===== config.mk =====
export PLATFORM = sky130hd
export DESIGN_NAME = gpio_input_conditioner
export DESIGN_NICKNAME = d
export VERILOG_FILES = /design/src/rtl/gpio_input_conditioner.sv
export SDC_FILE = /design/constraint.sdc
export NUM_CORES = 1
export LEC_CHECK = 0
export BUFFER_PORTS_ARGS = -buffer_cell sky130_fd_sc_hd__buf_2
export CAP_MARGIN = 20
export CORE_ASPECT_RATIO = 2
export CORE_MARGIN = 2
export CORE_UTILIZATION = 61
export CTS_BUF_LIST = sky130_fd_sc_hd__clkbuf_16
export DETAILED_ROUTE_END_ITERATION = 8
export GPL_TIMING_DRIVEN = 0
export PLACE_DENSITY = 0.86
export SYNTH_ARGS = -nofsm -noshare
export SYNTH_HDL_FRONTEND = slang
export SYNTH_SLANG_ARGS = --single-unit

===== constraint.sdc =====
create_clock -name io_clock -period 5.16 [get_ports io_clock]
set_clock_uncertainty 0.2 [all_clocks]
set_input_delay 0.516 -clock io_clock [delete_from_list [all_inputs] [get_ports io_clock]]
set_output_delay 0.516 -clock io_clock [all_outputs]
set_load 0.005 [all_outputs]

===== src/rtl/gpio_input_conditioner.sv =====
// Per-pin GPIO input conditioning: 2-flop synchroniser, debounce, registered rise/fall strobes.
// Optional sticky edge status and interrupt output are enabled by GPIO_INPUT_CONDITIONER_IRQ_EN.
module gpio_input_conditioner #(
    parameter int WIDTH           = 4,
    parameter int DEBOUNCE_CYCLES = 50000,
    parameter int CNT_W           = 16
) (
    input  logic             io_clock,
    input  logic             io_resetn,
    input  logic [WIDTH-1:0] io_pins_raw,
    input  logic [WIDTH-1:0] io_pins_writeEnable,
    output logic [WIDTH-1:0] io_pins_read,
    output logic [WIDTH-1:0] io_rise,
    output logic [WIDTH-1:0] io_fall
`ifdef GPIO_INPUT_CONDITIONER_IRQ_EN
    ,
    input  logic [WIDTH-1:0] io_edgeClear,
    output logic [WIDTH-1:0] io_edgeStatus,
    output logic             io_irq
`endif
);

    localparam logic [CNT_W-1:0] CNT_LAST = CNT_W'(DEBOUNCE_CYCLES - 1);

    logic [WIDTH-1:0] sync1_reg;
    logic [WIDTH-1:0] sync2_reg;
    logic [WIDTH-1:0] stable_reg;
    logic [WIDTH-1:0] stable_next;
    logic [WIDTH-1:0] rise_reg;
    logic [WIDTH-1:0] fall_reg;

    // Plain two-stage synchroniser; nothing may sit between the stages.
    always_ff @(posedge io_clock or negedge io_resetn) begin
        if (!io_resetn) begin
            sync1_reg <= '0;
            sync2_reg <= '0;
        end else begin
            sync1_reg <= io_pins_raw;
            sync2_reg <= sync1_reg;
        end
    end

    genvar gi;
    generate
        for (gi = 0; gi < WIDTH; gi++) begin : g_pin
            logic [CNT_W-1:0] cnt_reg;
            logic [CNT_W-1:0] cnt_next;
            logic             stable_bit_next;

            // Driven pins track sync2 directly; otherwise a change must hold
            // for DEBOUNCE_CYCLES consecutive cycles, any bounce back restarts.
            always_comb begin
                stable_bit_next = stable_reg[gi];
                cnt_next        = cnt_reg;
                if (io_pins_writeEnable[gi]) begin
                    stable_bit_next = sync2_reg[gi];
                    cnt_next        = '0;
                end else if (sync2_reg[gi] == stable_reg[gi]) begin
                    cnt_next = '0;
                end else if (cnt_reg == CNT_LAST) begin
                    stable_bit_next = sync2_reg[gi];
                    cnt_next        = '0;
                end else begin
                    cnt_next = cnt_reg + CNT_W'(1);
                end
            end

            assign stable_next[gi] = stable_bit_next;

            always_ff @(posedge io_clock or negedge io_resetn) begin
                if (!io_resetn) begin
                    cnt_reg <= '0;
                end else begin
                    cnt_reg <= cnt_next;
                end
            end
        end
    endgenerate

    // Strobes are registered alongside stable so they line up with the read value.
    always_ff @(posedge io_clock or negedge io_resetn) begin
        if (!io_resetn) begin
            stable_reg <= '0;
            rise_reg   <= '0;
            fall_reg   <= '0;
        end else begin
            stable_reg <= stable_next;
            rise_reg   <= ~stable_reg & stable_next;
            fall_reg   <= stable_reg & ~stable_next;
        end
    end

    assign io_pins_read = stable_reg;
    assign io_rise      = rise_reg;
    assign io_fall      = fall_reg;

`ifdef GPIO_INPUT_CONDITIONER_IRQ_EN
    logic [WIDTH-1:0] status_reg;
    logic             irq_reg;

    // Set takes priority over a same-cycle clear so no edge is ever lost.
    always_ff @(posedge io_clock or negedge io_resetn) begin
        if (!io_resetn) begin
            status_reg <= '0;
            irq_reg    <= 1'b0;
        end else begin
            status_reg <= (status_reg & ~io_edgeClear) | rise_reg | fall_reg;
            irq_reg    <= |status_reg;
        end
    end

    assign io_edgeStatus = status_reg;
    assign io_irq        = irq_reg;
`endif

endmodule


==> Word-level counts from Yosys, hierarchy flattened <==
Cells that the tools add are included.
{ "totals": {"ff_bits": 84, "in_bits": 10, "output_inout_bits": 12, "elab_cells": 49} }
{ "classes": {"addsub": 4, "eq_ne": 8, "muxes": 24, "n_bitwise": 4} }
{ "op_table": {"columns": ["op", "n"], "rows": [
  ["$mux W16", 12],
  ["$add A16 B1 Y16 const B", 4],
  ["$eq A16 B16 Y1 const B", 4],
  ["$mux W1", 12],
  ["$and A4 B4 Y4", 2],
  ["$not A4 Y4", 2],
  ["$eq A1 B1 Y1", 4]
]} }

==> Depth between registers and ports, before layout <==
Gate-level depths: netlist of run 1.
{ "depth": {"depth_word": 6, "ltp_mapped": 6, "depth_no_buf": 5} }

==> Least setup slack after synthesis of run 1 <==
OpenSTA, ideal clock, no wires.
{ "synth_timing": {"path_type": "flip-flop to flip-flop", "startpoint": "register g_pin[3].cnt_reg[0]", "endpoint": "register g_pin[3].cnt_reg[10]", "setup_time_ps": 119, "arrival_ps": 1654, "required_ps": 4841, "path_slack_ps": 3188, "stages_incl_launch_ff": 7, "n_path_buf": 1, "synth_period_minus_slack_ps": 1972, "cell_sequence": "dfrtp_1 > ha_1 > nand3_1 > or2_2 > o21ai_1 > buf_4 > nor2_1"} }
{ "synth_between": {"elab_chain_cells": 4, "elab_cells_between_ends": 5, "cone_classes": "1 x add/sub; 1 x eq/ne; 3 x mux"} }
{ "synth_lines": {"columns": ["element", "line", "rtl"], "rows": [
  ["from (decl)", "46", "logic [CNT_W-1:0] cnt_reg;"],
  ["from (signal assigned)", "74", "cnt_reg <= cnt_next;"],
  ["$add A16 B1 Y16 / $eq A16 B16 Y1 (equally long branches)", "64, 60", null],
  ["$mux W16 *", "60", "end else if (cnt_reg == CNT_LAST) begin"],
  ["$mux W16 *", "58", "end else if (sync2_reg[gi] == stable_reg[gi]) begin"],
  ["$mux W16 *", "55", "if (io_pins_writeEnable[gi]) begin"],
  ["net g_pin[3].cnt_next[10]", "47", "logic [CNT_W-1:0] cnt_next;"]
]} }
Mark *: on every way through the listed nets, which the timed path passes. The rest lies on a longest branch.

==> Worst setup path in the final report of run 1 <==
{ "layout_timing": {"startpoint": "register g_pin[0].cnt_reg[0]", "endpoint": "register g_pin[0].cnt_reg[8]"} }
{ "layout_between": {"elab_chain_cells": 4, "elab_cells_between_ends": 5, "cone_classes": "1 x add/sub; 1 x eq/ne; 3 x mux"} }
{ "layout_lines": {"columns": ["element", "line"], "rows": [
  ["from (decl)", "46"],
  ["from (signal assigned)", "74"],
  ["$add A16 B1 Y16 / $eq A16 B16 Y1 (equally long branches)", "64, 60"],
  ["$mux W16 *", "60"],
  ["$mux W16 *", "58"],
  ["$mux W16 *", "55"],
  ["net g_pin[0].cnt_next[8]", "47"]
]} }
Marks and branches as above.

==> results.txt, run 1 <==
outcome: complete, no violations
final global-route overflow total: 0
DRT antenna net count: 0
DR vias/cell: 6.01
share of cells above drive strength 1: 11.6%
max reg flops: 64
Worst setup EP type: register
core footprint: 6010 sq um
Simple-Gate Fraction of Synth Area: 25.7%
total CTS buffers: 9
Initial Util: 63.2%
final wirelength: 7320 um
Startpoint Class: register
Overall Power: 1.33 mW
worst vdd ir: 0.266 mV
Max Transition Viols Final: 0
via count: 2815
proportion of synthesized area in mux cells: 1.28%
average size of a mapped cell: 10.4 sq um
DR WL/cell: 15.6 um
CP top delay family: simple AND/OR/NAND/NOR gates
Final TNS setup: 0 ps
CP startpoint: g_pin[0].cnt_reg[0]
CTS root buffer: clkbuf_16
Worst path slowest cell: nor4_1
Post-DP HPWL: 4970 um
worst path cell trace: ha_1 -> nand4_1 -> nor4_1 -> a211o_1 -> buf_2 -> nor2_1
Worst Path Buf+Inv: 1
timing-limited maximum frequency: 429 MHz
DIE HEIGHT: 116 um
Fin Hold WS: 81.2 ps
pre-CTS WS: 2800 ps
initial antenna violation count: 0
Port Buffers: 21
H-tree levels: 3
max incr delay on CP: 500 ps
CTS tree: done
largest net degree at the start of global routing: 61
sequential share of the synthesized area: 55.3%
synth warn: 0
GRT Overall Usage: 24.0%
main combinational cell family by area after synthesis: simple AND/OR/NAND/NOR gates
Syn Nets: 380
Core Rows: 40
Hold Crit Class: input pin to register
post-layout min period: 2330 ps
post-synth cell types: 38
Synth Area in XOR/XNOR: 13.1%
Clock Path Buffers: 2
RSZ-0062 raised after global routing: no
kind of critical path: register to register
cell area after synthesis: 3800 sq um
worst skew pair latency: 340 ps
final hold violations: 0
Post-CTS Setup Repair Bufs: 0
count of final setup violators: 0
Antenna Diode Count: 0
Reg-to-Reg Start: g_pin[0].cnt_reg[0]
Setup WS post-layout: 2830 ps
Syn-to-layout area delta: 12.9%
Finished Core Util: 71.4%
pwr/cell area: 310 nW/um^2
Worst Path Required: 5180 ps
Reg clk slew, reported paths: 60 ps
Tcrit/Tclk final: 45.1%
drt first pass iters: 4
starting DRC count in detailed routing: 142
ys async rst share: 100%
Synth Area in Compound Gates: 1.22%
Synth Area in Adders: 1.32%
HP Start: io_pins_raw[0]
Placer Congestion: 0.923
Worst-Margin Slew: 492 ps
Syn Inst Count: 366
Crit path arrival time: 2350 ps
synthesized flop and latch total: 84
die area: 6910 sq um
maxcap violations: 0
ys flop type: dfrtp_1
# IOs: 22
Pleak: 1.70 nW
number of synthesized flops with an enable pin: 0
Slew headroom: 66.9%
DRC: 0
NumNets Final: 414
Die X: 59.8 um
vias in the first global route: 2838
first-pass GRT wire length: 12400 um
crit-path max FO: 10
number of clock sinks: 84
[final cells by class]
type / count / area (sq um)
inverters: 11 / 41.3
well taps: 63 / 78.8
flip-flops and latches: 84 / 2100
fillers: 408 / 1720
multi-input cells: 265 / 1620
plain buffers: 6 / 35.0
clock inverters: 7 / 42.5
clock buffers: 9 / 225
repair buffers: 23 / 145
[per-layer routing]
| layer | vias to the layer above | part of all wire, % | global-route usage, % |
|---|---|---|---|
| met3 | 23 | 3.0 | 5.36 |
| met4 | 0 | 3.7 | 15.3 |
| met5 | - | 0 | 0 |
| li1 | 1325 | - | - |
| met2 | 69 | 54 | 40.7 |
| met1 | 1398 | 39 | 25.8 |
[kinds of logic after synthesis]
kind of cell               Yosys count
AOI/OAI and AO/OA                    6
xor gates and xnor gates            57
adders and majority gates            4
buffers and inverters               17
DFF                                 84
muxes                                4
and+or+nand+nor                    194
[placed cells by master, fill, tap and decap left out, types with 2 or more instances in the layout]
master	instances
nand2b_1	4
nand4bb_1	2
nor2_1	80
inv_1	11
mux2_2	2
or4b_1	2
ha_1	4
dfrtp_1	84
buf_2	21
nand3_1	21
and4_1	2
clkbuf_16	9
nor3_1	14
nand2_1	16
nor4_1	18
clkinv_2	3
nor3b_1	4
nor4bb_1	2
and3_1	2
clkinvlp_4	2
xor2_1	9
nand4_1	20
buf_4	2
clkbuf_1	3
xnor2_1	48
[what timing repair did]
| action | 4_1_cts | 5_1_grt |
|---|---|---|
| endpoints found under the hold margin | 24 | 0 |
| hold buffers | 1 | 0 |
| gates resized for setup | 0 | 0 |
[cells in the mapped netlist (2+ instances only)]
cell type / n / area share, %
or4b_1: 2 / 0.53
nand4bb_1: 2 / 0.59
clkbuf_1: 3 / 0.30
xnor2_1: 48 / 11
nor3b_1: 4 / 0.79
mux2_2: 2 / 0.59
and4_1: 2 / 0.46
and3_1: 2 / 0.33
xor2_1: 9 / 2.1
nand2_1: 16 / 1.6
nand2b_1: 4 / 0.66
nor4bb_1: 2 / 0.53
nor3_1: 14 / 1.8
nand3_1: 21 / 2.8
nor2_1: 80 / 7.9
nand4_1: 20 / 3.3
nor4_1: 18 / 3.0
inv_1: 11 / 1.1
dfrtp_1: 84 / 55
ha_1: 4 / 1.3
[power by group]
group,switching [mW],leakage [nW],internal [mW]
Combinational,0.0399,0.431,0.0254
Clock,0.256,0.129,0.323
Sequential,0.0114,1.14,0.673
[per-stage QoR]
stage          std cells  instance area, sq um
3_5_place_dp         451                  4010
5_1_grt              468                  4290
6_report             468                  4290
3_3_place_gp         450                  3980
2_1_floorplan        366                  3800
4_1_cts              468                  4290
[worst paths after layout]
kind / endpoint / slack, ps / cells after the start
setup / recovery: g_pin[0].cnt_reg[8] / 2830 / 6
hold / removal: sync1_reg[0] / 80 / 1
setup reg to reg: g_pin[0].cnt_reg[8] / 2830 / 6
hold reg to reg: sync2_reg[1] / 150 / 0
max in group asynchronous: g_pin[2].cnt_reg[12] / 3740 / 3
min in group asynchronous: io_rise[1] / 430 / 2
(Power assumes the default switching activity.)
==> run 2: changes to the inputs <==
--- a/config.mk
+++ b/config.mk
@@ -5,15 +5,16 @@
 export SDC_FILE = /design/constraint.sdc
 export NUM_CORES = 1
 export LEC_CHECK = 0
+export ABC_AREA = 1
 export BUFFER_PORTS_ARGS = -buffer_cell sky130_fd_sc_hd__buf_2
 export CAP_MARGIN = 20
 export CORE_ASPECT_RATIO = 2
 export CORE_MARGIN = 2
-export CORE_UTILIZATION = 61
+export CORE_UTILIZATION = 55
 export CTS_BUF_LIST = sky130_fd_sc_hd__clkbuf_16
 export DETAILED_ROUTE_END_ITERATION = 8
 export GPL_TIMING_DRIVEN = 0
-export PLACE_DENSITY = 0.86
+export PLACE_DENSITY = 0.82
 export SYNTH_ARGS = -nofsm -noshare
 export SYNTH_HDL_FRONTEND = slang
 export SYNTH_SLANG_ARGS = --single-unit
==> constraint.sdc (replaced) <==
create_clock -name io_clock -period 2 [get_ports io_clock]
set_clock_uncertainty 0.2 [all_clocks]
set_input_delay 0.2 -clock io_clock [delete_from_list [all_inputs] [get_ports io_clock]]
set_output_delay 0.2 -clock io_clock [all_outputs]
set_load 0.005 [all_outputs]
==> run 2 against run 1 <==
Against the previous run: final area increased by 19%; fmax increased by 28%; sequential power increased to 2.6 times the previous value; register-to-register slack got worse by 2700 ps; clock power increased to 2.7 times the previous value; die area increased by 29%; largest power group unchanged.
==> results.txt, run 2 <==
outcome: complete, no violations
share of cells above drive strength 1: 16.6% (+5.0 points)
CP startpoint: g_pin[3].cnt_reg[0]
cell count of the worst reg-to-reg path: 7 (+1)
post-layout min period: 1820 ps (-508 ps)
sequential share of the synthesized area: 47.0% (-8.3 points)
NumNets Final: 632 (+53%)
drt first pass iters: 5 (+1)
Post-CTS Resized: 0 (unchanged)
crit-path max FO: 3 (-7)
leading cell type in the layout, fill and taps excluded: nand2_1
synth cell count leaders: nand2_1, nor2_1, dfrtp_1
Finished Core Util: 64.5% (-7.0 points)
vias in the first global route: 3863 (+36%)
# fillers: 637 (+56%)
number of synthesized flops with an enable pin: 0 (unchanged)
first-pass GRT wire length: 16300 um (+31%)
storage element area: 2100 sq um (unchanged)
starting DRC count in detailed routing: 311 (+120%)
GRT Overall Usage: 23.4% (-0.56 points)
Worst setup EP type: register
maxcap violations: 0 (unchanged)
worst skew pair latency: 330 ps (about the same)
RSZ-0062 raised after global routing: no
Reg-to-Reg Start: g_pin[3].cnt_reg[0]
Synth top area share: 47.0% (-8.3 points)
largest area contributor in the netlist: dfrtp_1
post-synth cell types: 23 (-39%)
CTS root buffer: clkbuf_16
Syn Nets: 590 (+55%)
max reg flops: 64 (unchanged)
Post-CTS Hold Fix Bufs: 9 (+8)
Worst Path Buf+Inv: 0 (-1)
final hold violations: 0 (unchanged)
worst vdd ir: 0.572 mV (+120%)
Core Rows: 46 (+15%)
DR WL/cell: 12.8 um (-18%)
cells taking the most area after synthesis: dfrtp_1, nand2_1, nor2_1
Placer Congestion: 0.960 (+4.0%)
via count: 3738 (+33%)
synth warn: 0 (unchanged)
DP Area: 4720 sq um (+18%)
timing-limited maximum frequency: 549 MHz (+28%)
H-tree levels: 3 (unchanged)
final wirelength: 9170 um (+25%)
Startpoint Class: register
Clock Path Buffers: 2 (unchanged)
most frequent cells in the layout: nand2_1, nor2_1, dfrtp_1, inv_1, nor2_2
DIE HEIGHT: 131 um (+14%)
worst r2r dst: g_pin[3].cnt_reg[14]
DR vias/cell: 5.21 (-13%)
initial antenna violation count: 0 (unchanged)
Antenna Diode Count: 0 (unchanged)
Worst-Margin Slew: 415 ps (-77.6 ps)
R2R setup slack: 180 ps (-2650 ps)
Syn-to-layout area delta: 13.8%
Pleak: 2.33 nW (+37%)
largest net degree at the start of global routing: 66 (+8.2%)
die area: 8900 sq um (+29%)
total CTS buffers: 9 (unchanged)
most common cell in the netlist: nand2_1
kind of critical path: register to register
multi-input logic area: 2000 sq um (+23%)
Post-DP HPWL: 6630 um (+33%)
Syn Inst Count: 576 (+57%)
max incr delay on CP: 380 ps (-120 ps)
worst path cell trace: ha_1 -> nand2_1 -> nor2_1 -> nand3_1 -> o21bai_1 -> nand2_1 -> nor2_1
DRC: 0 (unchanged)
Slew headroom: 72.2% (+5.3 points)
CP top delay family: simple AND/OR/NAND/NOR gates
Crit path arrival time: 1870 ps (-480 ps)
# IOs: 22 (unchanged)
average size of a mapped cell: 7.76 sq um (-25%)
Tcrit/Tclk final: 91.0% (+46 points)
pwr/cell area: 695 nW/um^2 (+120%)
final instance area: 5080 sq um (+19%)
ys async rst share: 100% (unchanged)
final global-route overflow total: 0 (unchanged)
DRT antenna net count: 0 (unchanged)
Initial Util: 56.7% (-6.6 points)
Worst path slowest cell: dfrtp_1
Hold Crit Class: input pin to asynchronous set/reset pin
count of final setup violators: 0 (unchanged)
core footprint: 7890 sq um (+31%)
Reg clk slew, reported paths: 60 ps (about the same)
Worst Path Required: 2050 ps (-3130 ps)
synthesized flop and latch total: 84 (unchanged)
Port Buffers: 21 (unchanged)
ys flop type: dfrtp_1
Post-CTS Setup Repair Bufs: 0 (unchanged)
number of clock sinks: 84 (unchanged)
cell area after synthesis: 4470 sq um (+18%)
Die X: 67.7 um (+13%)
CTS tree: done
Max Transition Viols Final: 0 (unchanged)
run 2: cell types whose count changed in the layout (fill, tap and decap cells not counted), moves of 15 or more:
cell	change
xnor2_1	-42
nand2_1	+137
nor2_1	+16
inv_1	+57
nor2_2	+47
o21ai_0	+15
nor4_1	-18
run 2: worst register-to-register path: stages, from the launching register on:
cell and delay (ps):
dfrtp_1 380, ha_1 230, nand2_1 100, nor2_1 230, nand3_1 220, o21bai_1 180, nand2_1 80, nor2_1 120
run 2: cell type report:
cell class	count	area share, %
plain buffers	4	1.30
flip-flops and latches	84	41.3
multi-input cells	411	39.3
repair buffers	31	4.43
clock buffers	9	4.43
inverters	77	5.88
clock inverters	5	0.910
well taps	96	2.36
run 2: logic make-up after synthesis:
family                   after synthesis  share of synthesized area [%]
AO/OA/AOI/OAI                         32                           3.75
adder cells (fa/ha/maj)                4                           1.12
flip-flops                            84                           47.0
buffers and inverters                 81                           8.18
AND/OR/NAND/NOR                      349                           34.8
XOR/XNOR                              26                           5.10
run 2: power by group:
part / switching, mW / internal [mW] / total [mW]
registers: 0.0206 / 1.73 / 1.75
logic: 0.145 / 0.0892 / 0.234
clock network: 0.611 / 0.937 / 1.55
run 2: through the flow:
| step | setup WS (ps) | setup TNS, ps | cells | power (mW) | hold slack, ps |
|---|---|---|---|---|---|
| floorplan | 458 | 0 | 576 | 1.92 | -296 |
| global placement | -120 | -9400 | 693 | 1.99 | 108 |
| detailed placement | 248 | 0 | 694 | 2.01 | -93.6 |
| CTS | 194 | 0 | 717 | 3.57 | 95.2 |
| global route | 36.2 | 0 | 717 | 3.68 | 145 |
| finish | 179 | 0 | 717 | 3.54 | 98.6 |
run 2: worst max path at each step:
| stage | endpoint | cells after the start |
|---|---|---|
| 5_1_grt | g_pin[3].cnt_reg[14] | 7 |
| 4_1_cts | g_pin[3].cnt_reg[14] | 7 |
| 6_report | g_pin[3].cnt_reg[14] | 7 |
| 3_3_place_gp | io_rise[3] | 1 |
| 3_5_place_dp | g_pin[3].cnt_reg[14] | 7 |
| 2_1_floorplan | g_pin[2].cnt_reg[0] | 9 |
run 2: layer usage:
metal  GRT usage (%)  wire, um
met5               0         0
met4            11.3       287
met3            4.02       251
met2            40.7      5120
met1            26.3      3510
